<file path="config.mk">
export PLATFORM = sky130hd
export DESIGN_NAME = bp_cfg_boot_sequencer
export DESIGN_NICKNAME = d
export VERILOG_FILES = /design/src/rtl/bp_cfg_boot_sequencer.sv
export SDC_FILE = /design/constraint.sdc
export NUM_CORES = 1
export LEC_CHECK = 0
export BUFFER_PORTS_ARGS = -buffer_cell sky130_fd_sc_hd__buf_2
export CAP_MARGIN = 10
export CORE_ASPECT_RATIO = 0.9
export CORE_UTILIZATION = 44
export DETAILED_ROUTE_END_ITERATION = 10
export PLACE_DENSITY_LB_ADDON = 0.25
export SLEW_MARGIN = 40
export SYNTH_ARGS = -nofsm -noshare
export SYNTH_HDL_FRONTEND = slang
export SYNTH_SLANG_ARGS = --single-unit
</file>
<file path="constraint.sdc">
create_clock -name clk_i -period 1.95 [get_ports clk_i]
set_input_delay 0.0975 -clock clk_i [delete_from_list [all_inputs] [get_ports clk_i]]
set_output_delay 0.0975 -clock clk_i [all_outputs]
set_load 0.1 [all_outputs]
</file>
<file path="src/rtl/bp_cfg_boot_sequencer.sv">
// Boot-time configuration sequencer: freezes every core, writes its ID and cache/CCE
// modes over a flow-controlled register bus, then unfreezes all cores and signals done.
module bp_cfg_boot_sequencer #(
    parameter int num_core_p        = 1,
    parameter int cfg_addr_width_p  = 16,
    parameter int cfg_data_width_p  = 32,
    parameter int max_outstanding_p = 4,
    parameter int cache_mode_p      = 1,
    parameter int cce_mode_p        = 1,
    localparam int core_w_lp = (num_core_p > 1) ? $clog2(num_core_p) : 1
) (
    input  logic                        clk_i,
    input  logic                        reset_n_i,
    output logic                        cfg_v_o,
    input  logic                        cfg_ready_i,
    output logic [core_w_lp-1:0]        cfg_core_o,
    output logic [cfg_addr_width_p-1:0] cfg_addr_o,
    output logic [cfg_data_width_p-1:0] cfg_data_o,
    input  logic                        cfg_ack_v_i,
    output logic                        done_o,
    output logic                        err_o
);

    localparam int cnt_w_lp = $clog2(max_outstanding_p + 1);

    typedef enum logic [2:0] {
        S_IDLE,
        S_CONFIG,
        S_DRAIN,
        S_UNFREEZE,
        S_FINAL_DRAIN,
        S_DONE
    } state_e;

    state_e               state_q, state_d;
    logic [2:0]           step_q, step_d;
    logic [core_w_lp-1:0] core_q, core_d;
    logic [cnt_w_lp-1:0]  out_cnt_q, out_cnt_d;
    logic                 err_q, err_d;

    logic                 issue_phase;
    logic                 at_max;
    logic                 last_core;
    logic                 hs;

    always_ff @(posedge clk_i or negedge reset_n_i) begin
        if (!reset_n_i) begin
            state_q   <= S_IDLE;
            step_q    <= '0;
            core_q    <= '0;
            out_cnt_q <= '0;
            err_q     <= 1'b0;
        end else begin
            state_q   <= state_d;
            step_q    <= step_d;
            core_q    <= core_d;
            out_cnt_q <= out_cnt_d;
            err_q     <= err_d;
        end
    end

    always_comb begin
        state_d    = state_q;
        step_d     = step_q;
        core_d     = core_q;
        out_cnt_d  = out_cnt_q;
        err_d      = err_q;
        cfg_core_o = '0;
        cfg_addr_o = '0;
        cfg_data_o = '0;

        issue_phase = (state_q == S_CONFIG) || (state_q == S_UNFREEZE);
        at_max      = (out_cnt_q == cnt_w_lp'(max_outstanding_p));
        last_core   = (core_q == core_w_lp'(num_core_p - 1));
        // A same-cycle ack frees a slot, so a full window may still issue.
        cfg_v_o     = issue_phase && (!at_max || cfg_ack_v_i);
        hs          = cfg_v_o && cfg_ready_i;

        if (cfg_ack_v_i && (out_cnt_q == '0)) begin
            err_d = 1'b1;
        end
        if (hs && !cfg_ack_v_i) begin
            out_cnt_d = out_cnt_q + 1'b1;
        end else if (!hs && cfg_ack_v_i && (out_cnt_q != '0)) begin
            out_cnt_d = out_cnt_q - 1'b1;
        end

        if (state_q == S_CONFIG) begin
            cfg_core_o = core_q;
            cfg_addr_o = cfg_addr_width_p'(step_q + 3'd1);
            case (step_q)
                3'd0:    cfg_data_o = cfg_data_width_p'(1);
                3'd1:    cfg_data_o = cfg_data_width_p'(core_q);
                3'd2:    cfg_data_o = cfg_data_width_p'(cache_mode_p);
                3'd3:    cfg_data_o = cfg_data_width_p'(cache_mode_p);
                default: cfg_data_o = cfg_data_width_p'(cce_mode_p);
            endcase
        end else if (state_q == S_UNFREEZE) begin
            cfg_core_o = core_q;
            cfg_addr_o = cfg_addr_width_p'(1);
        end

        case (state_q)
            S_IDLE: state_d = S_CONFIG;
            S_CONFIG: begin
                if (hs) begin
                    if (step_q == 3'd4) begin
                        step_d = '0;
                        if (last_core) begin
                            core_d  = '0;
                            state_d = S_DRAIN;
                        end else begin
                            core_d = core_q + 1'b1;
                        end
                    end else begin
                        step_d = step_q + 3'd1;
                    end
                end
            end
            S_DRAIN: begin
                if (out_cnt_d == '0) state_d = S_UNFREEZE;
            end
            S_UNFREEZE: begin
                if (hs) begin
                    if (last_core) begin
                        core_d  = '0;
                        state_d = S_FINAL_DRAIN;
                    end else begin
                        core_d = core_q + 1'b1;
                    end
                end
            end
            S_FINAL_DRAIN: begin
                if (out_cnt_d == '0) state_d = S_DONE;
            end
            default: state_d = S_DONE;
        endcase
    end

    assign done_o = (state_q == S_DONE);
    assign err_o  = err_q;

endmodule

</file>
==> summary.md <==
| Metric | Value |
|---|---|
| DP Wirelength | 1192 um |
| First-pass GRT wire length | 2263 um |
| Antenna Nets Post-Route | 0 |
| H-tree level count | 1 |
| Yosys warnings | 0 |
| Critical path arrival | 1.73 ns |
| GRT overflow | 0 |
| Largest family of logic cells by synthesized area | buffers and inverters |
| DR WL/cell | 9.215 um |
| Worst-path maximum fanout | 6 |
| Crit end category | primary output |
| # setup viols final | 0 |
| Post-Synthesis Cell Area | 1040 um2 |
| Dpl cell area | 1011 um2 |
| Clk sinks | 10 |
| Syn_area_per_cell | 8.523 um2 |
| Post-synthesis register bit count | 10 |
| Cell Chain, Critical Path | inv_1, nand2_1, or2_2, a21oi_2, clkbuf_4 |
| Die X | 53.24 um |
| Status | completed |
| Clk pin slew, worst setup/hold paths | 0.07 ns |
| Via count | 703 |
| Layout cells sized above 1 | 19.85% |
| Final Max Slew Viols | 0 |
| Launching element type of the critical path | register |
| Sequential share of the synthesized area | 24.07% |
| Initial antenna violation count | 0 |
| Total track usage | 12.33% |
| Proportion of synthesized area in mux cells | 0% |
| Synthesized-area fraction occupied by adder cells | 7.220% |
| Clock Root Buffer | clkbuf_4 |
| Final Critical Period | 1.823 ns |
| DRC | 0 |
| Hold Worst Slack | 0.1652 ns |
| CP bufs+invs | 2 |
| Worst-skew pair later-pin latency | 0.27 ns |
| Max-Cap Viols | 0 |
| TritonCTS Buffers | 3 |
| Final period util | 93.47% |
| FMAX | 548.7 MHz |
| Post-synthesis simple-gate area fraction | 18.17% |
| Worst Path Required | 1.85 ns |
| Largest net degree at the start of global routing | 11 |
| Synth Instances | 122 |
| CP delay by family, top | buffers and inverters |
| TNS Setup | 0 ns |
| Reg2reg start | out_cnt_q[0]$_DFF_PN0_ |
| Final Util | 48.35% |
| Post-synth cell types | 32 |
| Detailed router's first-iteration violation count | 27 |
| Final Cell Area | 1065 um2 |
| Setup CP Type | reg -> out |
| Placeable Area | 2202 um2 |
| Clk_skew | 0.005768 ns |
| Die H | 48.12 um |
| Worst setup startpoint | state_q[1]$_DFFE_PN0P_ |
| Critical-path top delay cell | dfrtp_1 |
| Slowest cell delay on critical path | 0.45 ns |
| Port-buffer cells | 11 |
| I/O Pins | 56 |
| Worst hold path class | in -> reg |
| Hold Startpoint | cfg_ready_i |
| Area Growth Syn to Fin | 2.407% |
| Vias per inst | 4.313 |
| Vias in the first global route | 515 |
| DIE AREA | 2562 um2 |
| Post-Synth XOR/XNOR Area | 2.527% |
| CTS tree | built |
| Routed WL | 1502 um |
| Synth Area in Compound Gates | 12.52% |
| Starting density of the core | 47.22% |
| RSZ-0062 raised after global routing | no |
| Hold Vio Cnt, Final | 0 |
| Nets | 147 |
| Antenna Cells | 0 |
| 1st-pass router iterations | 4 |
| Clock Tree Buf Depth | 2 |
| Row cnt | 16 |
| RD Place Congestion | 0.7002 |
| Setup bufs post-CTS | 0 |
==> area by class of cell <==
cell class	instances	area (um2)
flip-flops and latches	10	250.2
inverters	8	30.03
well taps	27	33.78
repair buffers	12	102.6
multi-input cells	102	611.8
fillers	208	1137
clock buffers	4	36.28
==> stage by stage <==
stage	setup WS [ns]	cells
after floorplan	-0.3141	165
after global placement	0.2327	158
after detailed placement	0.2158	158
after CTS	0.02005	163
after global routing	0.02565	163
final	0.1274	163
==> cells in the final DEF, fill, tap and decap left out, types with 2 or more instances in the layout <==
cell | Yosys | layout
clkbuf_4 | 0 | 5
conb_1 | 1 | 44
nor2_1 | 8 | 6
o21ai_0 | 5 | 5
ha_1 | 6 | 6
buf_12 | 0 | 2
nand3b_1 | 2 | 2
nor2_2 | 0 | 2
xnor2_1 | 3 | 3
a21oi_1 | 6 | 5
nand2_1 | 3 | 3
nand3_1 | 5 | 5
nor3_1 | 2 | 2
dfrtp_1 | 10 | 10
buf_2 | 1 | 6
inv_1 | 8 | 8
==> worst paths after layout <==
check	end	slack (ns)	depth (start not counted)
setup / recovery	cfg_data_o[0]	0.13	5
hold / removal	state_q[2]$_DFFE_PN0P_	0.17	2
setup reg to reg	state_q[0]$_DFFE_PN0P_	0.21	7
hold reg to reg	err_o$_DFFE_PN0P_	0.46	1
max in group asynchronous	step_q[2]$_DFFE_PN0P_	1.54	2
min in group asynchronous	err_o$_DFFE_PN0P_	0.21	2
==> worst register-to-register path: cells and delay by family (launching register included) <==
| family | cells | cell delay, ns |
|---|---|---|
| AND/OR/NAND/NOR | 1 | 0.24 |
| adder cells (fa/ha/maj) | 1 | 0.26 |
| buffers and inverters | 2 | 0.16 |
| AO/OA/AOI/OAI | 3 | 0.53 |
| flip-flops | 1 | 0.43 |
==> layer usage <==
| layer | track usage (%) | vias up | share of wire, % |
|---|---|---|---|
| li1 | - | 348 | - |
| met1 | 16.70 | 309 | 46 |
| met2 | 19.25 | 44 | 43 |
| met3 | 2.804 | 2 | 9.3 |
| met4 | 4.737 | 0 | 1.1 |
| met5 | 0 | - | 0 |
==> sequential cells by signal (all words and copies together), names as in the netlist <==
register / count
out_cnt_q: 3
state_q: 3
step_q: 3
err_o: 1
==> synth_stat cells, drive strengths merged <==
library cell / n / share of area (%)
nor4: 1 / 0.60
xnor2: 3 / 2.5
a41o: 1 / 1.1
a221o: 1 / 0.96
conb: 1 / 0.36
or2b: 1 / 0.72
nor2: 8 / 2.9
o31ai: 1 / 1.2
nor3: 2 / 0.96
dfrtp: 10 / 24
nand3b: 3 / 3.4
and4b: 1 / 0.96
ha: 6 / 7.2
nor3b: 1 / 0.72
and3: 1 / 0.72
o21ai: 5 / 2.4
buf: 45 / 32
a2111oi: 1 / 1.4
nand2: 3 / 1.1
or2: 2 / 1.2
nor2b: 1 / 0.60
inv: 8 / 2.9
nand2b: 2 / 1.9
o21a: 1 / 0.72
a22oi: 1 / 0.72
o2111a: 1 / 1.1
nand3: 5 / 2.4
a21oi: 6 / 2.9
==> cell families after synthesis <==
group | count (synthesis)
AO/OA/AOI/OAI | 18
flip-flops | 10
XOR/XNOR | 3
AND/OR/NAND/NOR | 31
adder cells (fa/ha/maj) | 6
buffers and inverters | 53
other | 1
==> timing repair <==
action | CTS | global route
hold endpoints to repair | 10 | 0
hold buffers | 1 | 0
gates resized for setup | 0 | 4
setup endpoints to repair | 0 | 3
Power is not shown: default switching activity piles up to over one toggle a cycle in this logic, so the estimate is an artifact.
